$ cat src/rtl/adder_seq_ctrl.sv
// Multi-cycle adder: one shared 2-bit ripple slice is stepped over WIDTH/2 cycles,
// with the inter-slice carry held in a flop and a valid/ready start handshake.

module adder2 (
  input  logic [1:0] a_i,
  input  logic [1:0] b_i,
  input  logic       ci_i,
  output logic [1:0] s_o,
  output logic       co_o
);
  assign {co_o, s_o} = 3'(a_i) + 3'(b_i) + 3'(ci_i);
endmodule

module adder_seq_ctrl #(
  parameter int unsigned WIDTH = 8
) (
  input  logic             clk,
  input  logic             rst,
  input  logic             start_valid,
  output logic             start_ready,
  input  logic [WIDTH-1:0] a,
  input  logic [WIDTH-1:0] b,
  input  logic             cin,
  output logic [WIDTH-1:0] sum,
  output logic             cout,
  output logic             busy,
  output logic             done
);

  localparam int unsigned N     = WIDTH / 2;
  localparam int unsigned CNT_W = (N > 1) ? $clog2(N) : 1;

  localparam logic [1:0] S_IDLE = 2'd0;
  localparam logic [1:0] S_RUN  = 2'd1;
  localparam logic [1:0] S_DONE = 2'd2;

  logic [1:0]       state_q, state_d;
  logic [WIDTH-1:0] a_q, a_d;
  logic [WIDTH-1:0] b_q, b_d;
  logic             c_q, c_d;
  logic [CNT_W-1:0] cnt_q, cnt_d;
  logic [WIDTH-1:0] part_q, part_d;
  logic [WIDTH-1:0] sum_q, sum_d;
  logic             cout_q, cout_d;
  logic             ready_q, ready_d;
  logic             busy_q, busy_d;
  logic             done_q, done_d;

  logic [1:0]       slice_s;
  logic             slice_co;

  adder2 u_slice (
    .a_i  (a_q[1:0]),
    .b_i  (b_q[1:0]),
    .ci_i (c_q),
    .s_o  (slice_s),
    .co_o (slice_co)
  );

  // Next-state, datapath and registered-output decode
  always_comb begin
    state_d = state_q;
    a_d     = a_q;
    b_d     = b_q;
    c_d     = c_q;
    cnt_d   = cnt_q;
    part_d  = part_q;
    sum_d   = sum_q;
    cout_d  = cout_q;

    case (state_q)
      S_IDLE: begin
        if (start_valid) begin
          a_d     = a;
          b_d     = b;
          c_d     = cin;
          cnt_d   = '0;
          part_d  = '0;
          state_d = S_RUN;
        end
      end
      S_RUN: begin
        for (int unsigned k = 0; k < N; k++) begin
          if (cnt_q == CNT_W'(k)) begin
            part_d[2*k +: 2] = slice_s;
          end
        end
        a_d   = a_q >> 2;
        b_d   = b_q >> 2;
        c_d   = slice_co;
        cnt_d = cnt_q + CNT_W'(1);
        if (cnt_q == CNT_W'(N - 1)) begin
          sum_d   = part_d;
          cout_d  = slice_co;
          state_d = S_DONE;
        end
      end
      S_DONE: begin
        state_d = S_IDLE;
      end
      default: begin
        state_d = S_IDLE;
      end
    endcase

    ready_d = (state_d == S_IDLE);
    busy_d  = (state_d != S_IDLE);
    done_d  = (state_d == S_DONE);
  end

  always_ff @(posedge clk or posedge rst) begin
    if (rst) begin
      state_q <= S_IDLE;
      a_q     <= '0;
      b_q     <= '0;
      c_q     <= 1'b0;
      cnt_q   <= '0;
      part_q  <= '0;
      sum_q   <= '0;
      cout_q  <= 1'b0;
      ready_q <= 1'b1;
      busy_q  <= 1'b0;
      done_q  <= 1'b0;
    end else begin
      state_q <= state_d;
      a_q     <= a_d;
      b_q     <= b_d;
      c_q     <= c_d;
      cnt_q   <= cnt_d;
      part_q  <= part_d;
      sum_q   <= sum_d;
      cout_q  <= cout_d;
      ready_q <= ready_d;
      busy_q  <= busy_d;
      done_q  <= done_d;
    end
  end

  assign start_ready = ready_q;
  assign sum         = sum_q;
  assign cout        = cout_q;
  assign busy        = busy_q;
  assign done        = done_q;

endmodule

$ cat config.mk
export PLATFORM = sky130hd
export DESIGN_NAME = adder_seq_ctrl
export DESIGN_NICKNAME = d
export VERILOG_FILES = /design/src/rtl/adder_seq_ctrl.sv
export SDC_FILE = /design/constraint.sdc
export NUM_CORES = 1
export LEC_CHECK = 0
export CAP_MARGIN = 20
export CORE_ASPECT_RATIO = 0.6
export CORE_MARGIN = 3
export CORE_UTILIZATION = 50
export CTS_CLUSTER_DIAMETER = 200
export DETAILED_ROUTE_END_ITERATION = 8
export PLACE_DENSITY_LB_ADDON = 0.15
export SLEW_MARGIN = 5
export SYNTH_ARGS = -nofsm -noshare
export SYNTH_HDL_FRONTEND = slang
export SYNTH_SLANG_ARGS = --single-unit
$ cat constraint.sdc
create_clock -name clk -period 2.8 [get_ports clk]
set_clock_uncertainty 0.2 [all_clocks]
set_input_delay 0.7 -clock clk [delete_from_list [all_inputs] [get_ports clk]]
set_output_delay 0.7 -clock clk [all_outputs]
set_load 0.01 [all_outputs]
## Word level (Yosys, flattened, before mapping)

Cells that the tools add are included.
Widths: inputs -> output; s select.

| cells by class | value |
|---|---|
| $add $sub $neg | 3 |
| multipliers | 0 |
| div/mod/pow operators | 0 |
| magnitude comparators | 0 |
| equality and inequality tests | 6 |
| shift-type cells | 0 |
| multiplexer cells | 17 |
| bitwise gates (word level) | 0 |
| reductions and logical operators | 7 |

Operators by type and width:

| operator | number |
|---|---|
| $pmux 8 s2 | 3 |
| $mux 8 | 3 |
| $mux 2 | 7 |
| $pmux 2 s2 | 2 |
| $eq 2x2->1 const B | 3 |
| $logic_not 2->1 | 3 |
| $eq 2x1->1 const B | 2 |
| $reduce_and 2->1 | 2 |
| $reduce_bool 2->1 | 2 |
| $add 2x2->3 | 1 |
| $add 3x1->3 | 1 |
| $add 2x1->2 const B | 1 |
| $ne 2x2->1 const B | 1 |
| $pmux 1 s2 | 1 |
| $mux 1 | 1 |

| word-level totals | value |
|---|---|
| register bits after elaboration | 41 |
| latch bits | 0 |
| RAM bits | 0 |
| ROM bits | 0 |
| input bits | 20 |
| logic and storage cells | 44 |
| memories | 0 |

## Longest topological paths before layout

| depth | value |
|---|---|
| depth in word-level cells | 4 |
| mapped depth | 6 |
| depth with buffers taken out | 6 |

## Cells and area by module

From an unflattened synthesis, not the netlist that was laid out.

| second synthesis, totals | value |
|---|---|
| cell total of the unflattened synthesis | 179 |
| area, all modules | 1875.5 µm² |

By module, submodules not included:

| module | times used | cells each | area each (µm²) | seq. area each (µm²) |
|---|---|---|---|---|
| adder_seq_ctrl | 1 | 169 | 1805.5 | 977.2 |
| adder2 | 1 | 10 | 70.1 | 0.0 |

## Worst setup path before layout

Ideal clock, no wire load.

| timing | value |
|---|---|
| path kind | reg-to-reg |
| from | reg a_q[0] |
| to | reg part_q[3] |
| library setup time | 90 ps |
| arrival time | 1770 ps |
| data required time | 2510 ps |
| slack | 740 ps |
| cell stages (with the launch flop) | 6 |
| cell sequence | dfrtp_1 inv_1 fa_1 fa_1 or2_2 o221ai_1 |

| between the ends | value |
|---|---|
| word-level cells in the longest chain between the ends | 4 |

RTL lines:

| item | RTL line | text |
|---|---|---|
| start: declaration | 38 | `logic [WIDTH-1:0] a_q, a_d;` |
| start signal: assignment | 114 | `a_q <= '0;` |
| start signal: assignment | 126 | `a_q <= a_d;` |
| $add 2x2->3 | 11 | `assign {co_o, s_o} = 3'(a_i) + 3'(b_i) + 3'(ci_i);` |
| $add 3x1->3 | 11 |  |
| $mux 2 | 84 | `if (cnt_q == CNT_W'(k)) begin` |
| $pmux 8 s2 | 71 | `case (state_q)` |
| end signal: assignment | 130 | `part_q <= part_d;` |
| end: declaration | 42 | `logic [WIDTH-1:0] part_q, part_d;` |

Every way passes these cells.
A chain may end at the register's enable or synchronous reset.

## Worst setup path after layout

Same ends and word-level chain as after synthesis.

==> impl_metrics.toml <==
[routing]
drtIter0Drc = 75
drt-total-wl_um = 3950
firstDrtPassIters = 4
vias = 1388
drtAntennaViolNets = 0
post-route-drc-count = 0
wl_per_cell_um = 15.5
routed_via_density = 5.44

[clocking]
clk_pin_slew_worst_paths_ns = 0.07
root_buffer = "clkbuf_8"
clkLatencyLatePin_ns = 0.30
clock_sinks = 39
clk_path_buf_depth = 2
cts_max_level = 2
cts_setup_buffers = 0
ctsHoldBuffers = 0
cts_resized = 0
cts_buffers = 5
cts_tree = "built"

[hold_path]
hp-class = "register to register"
min_from = "sum[4]$_DFFE_PP0P_"
whs_endpoint = "sum[4]$_DFFE_PP0P_"
hold_path_depth = 2

[floorplanning]
start_util_pct = 55.7
pin_count = 32
core-area_mm2 = 0.00346
fp.dieW_um = 86.2
fp.dieArea_mm2 = 0.00467
rows = 16
dieHeight_um = 54.1

[sta]
worstMarginPinSlew_ns = 0.576
period_minus_slack_ns = 2.24
fmax_mhz = 446
setup_viol = 0
relSlewSlack_pct = 61.6
setup_tns_ns = 0
hold_viol = 0
rsz0062_at_grt = "false"
period_share_pct = 80.0
timing.hold.ws_ns = 0.279
final_max_slew_viol_count = 0

[yosys]
ys_seq_elements = 39
syn_area_per_cell_um2 = 10.8
synthCells = 179
ys.warnings.count = 0
syn_nets = 205
synth_cell_type_count = 41
yosysSeqAreaShare_pct = 50.6
yosys_most_used_dff = "dfrtp_1"
synth_area_mm2 = 0.00193
synth-edff-count = 0
synthArstFlopShare_pct = 100

[finish]
syn_to_final_growth_pct = 20.1
fin_nets = 236
antenna_cells = 0
nFillCells = 265
seqCellArea_um2 = 977
drive_gt1_share_pct = 14.3
multiInputGateArea_um2 = 805
finish.utilization_pct = 66.9

[worst_setup_path]
ff2ff_setup_slack_ns = 0.56
critical_path.top_delay_family = "adder cells"
cp_slowest_stage_delay_ns = 0.54
path_common_cell = "fa_1"
cp.required_ns = 2.81
startpoint = "a_q[0]$_DFFE_PP0P_"
cp-start-kind = "register"
crit_buf_inv = 1
r2r_start = "a_q[0]$_DFFE_PP0P_"
cp-end-kind = "register"
crit_type = "register to register"
crit_arrival_ns = 2.25
cpMaxStageDelayCell = "fa_1"
crit_chain = "inv_1 -> fa_1 -> fa_1 -> or2_2 -> o221ai_1"
reg2reg_depth = 5
r2r_end = "part_q[3]$_DFFE_PP0P_"
cp_max_fo = 5

[pwr]
p_per_area_mw_per_mm2 = 1160
peakVddDrop_uv = 593
p_leak_nw = 1.03

[grt]
grt_usage_pct = 19.9
grt_pass1_vias = 1408
antenna_found_initial = 0
grt_pass1_wl_um = 6820
grt_max_degree = 40
grt_overflow_total = 0

[placement]
io_buffers = 31
place_congestion = 0.790
dp_hpwl_um = 2850

[outcome]
outcome = "complete, no violations"

[job]
cap_violations = 0
synth_stat cells, types with 2 or more instances:
cell / count / area share, %
a21oi_1: 3 / 0.78
a22o_1: 2 / 0.91
buf_2: 2 / 0.52
buf_4: 2 / 0.78
buf_6: 6 / 3.5
dfrtp_1: 38 / 49
fa_1: 2 / 2.1
ha_1: 4 / 2.6
inv_1: 12 / 2.3
inv_2: 2 / 0.39
nand2_1: 26 / 5.1
nand2_2: 2 / 0.65
nand2b_1: 3 / 0.97
nand3b_1: 6 / 2.3
nor2_1: 8 / 1.6
nor2b_1: 4 / 1.3
nor3b_1: 2 / 0.78
o21ai_0: 8 / 2.1
o21ai_1: 5 / 1.3
o21ai_2: 6 / 2.7
o221a_1: 4 / 2.3
o221ai_1: 2 / 0.91
o22ai_1: 6 / 1.9
o32ai_1: 6 / 2.7
or2_2: 2 / 0.65
metal layers:
layer	vias to the layer above	GRT usage, %	wire, µm
met5	-	0	0
met4	0	6.22	47
met1	650	27.8	1960
met3	7	7.65	265
li1	696	-	-
met2	35	28.5	1680
worst max-delay path by stage:
stage                                        to  slack (ns)  depth (start not counted)
after global routing      part_q[3]$_DFFE_PP0P_        0.47                          5
after CTS                           start_ready        0.56                          1
after global placement       b_q[2]$_DFFE_PP0P_        0.55                          4
after floorplan           part_q[3]$_DFFE_PP0P_        0.74                          5
after detailed placement     b_q[2]$_DFFE_PP0P_        0.49                          4
final                     part_q[3]$_DFFE_PP0P_        0.56                          5
state kept, by name, summed over array words and instances, names as in the netlist:
name / cells
a_q: 8
b_q: 8
sum: 8
part_q: 6
cnt_q: 2
state_q: 2
busy: 1
c_q: 1
cout: 1
done: 1
start_ready: 1
worst reg2reg max path: stages, from the launching register on:
cell,delay [ns]
dfrtp_1,0.36
inv_1,0.06
fa_1,0.43
fa_1,0.54
or2_2,0.35
o221ai_1,0.21
per-stage QoR:
stage / worst slack (ns) / area [µm²] / instances / power [W]
floorplan: 0.740 / 1930 / 179 / 0.00195
global placement: 0.551 / 2230 / 248 / 0.00226
detailed placement: 0.489 / 2230 / 248 / 0.00232
CTS: 0.558 / 2320 / 255 / 0.00270
global route: 0.469 / 2320 / 255 / 0.00291
finish: 0.559 / 2320 / 255 / 0.00269
layout make-up:
cell class	instances	area share, %
multi-input cells	115	34.7
well taps	45	2.43
flip-flops and latches	39	42.1
clock inverters	1	0.216
inverters	14	2.27
clock buffers	6	3.56
repair buffers	35	14.7
logic make-up (layout without fill, tap and decap cells):
group	count (synthesis)	in the layout	synth area share, %
buffers and inverters	25	56	7.71
flip-flops	39	39	50.6
AO/OA/AOI/OAI	52	52	21.5
adder cells (fa/ha/maj)	6	6	4.67
AND/OR/NAND/NOR	57	57	15.6
cell usage in the layout (no fill, tap or decap), drive strengths merged, types with 2 or more instances in the layout:
master	instances
nand3b	7
o22ai	6
nor3b	3
nand2	28
fa	2
o21ai	19
o221ai	2
clkdlybuf4s50	31
ha	4
buf	4
clkbuf	6
a21oi	3
o221a	4
o32ai	7
inv	14
nand2b	3
a221oi	2
or2	2
nor2b	4
dfrtp	38
a22o	2
nor2	9
power breakdown:
part | switching, W | internal [W]
Combinational | 0.000686 | 0.000598
Sequential | 0.000198 | 0.000816
Clock | 0.000197 | 0.000193
Total | 0.00108 | 0.00161
Note: power is estimated with default switching activity, not from simulation.
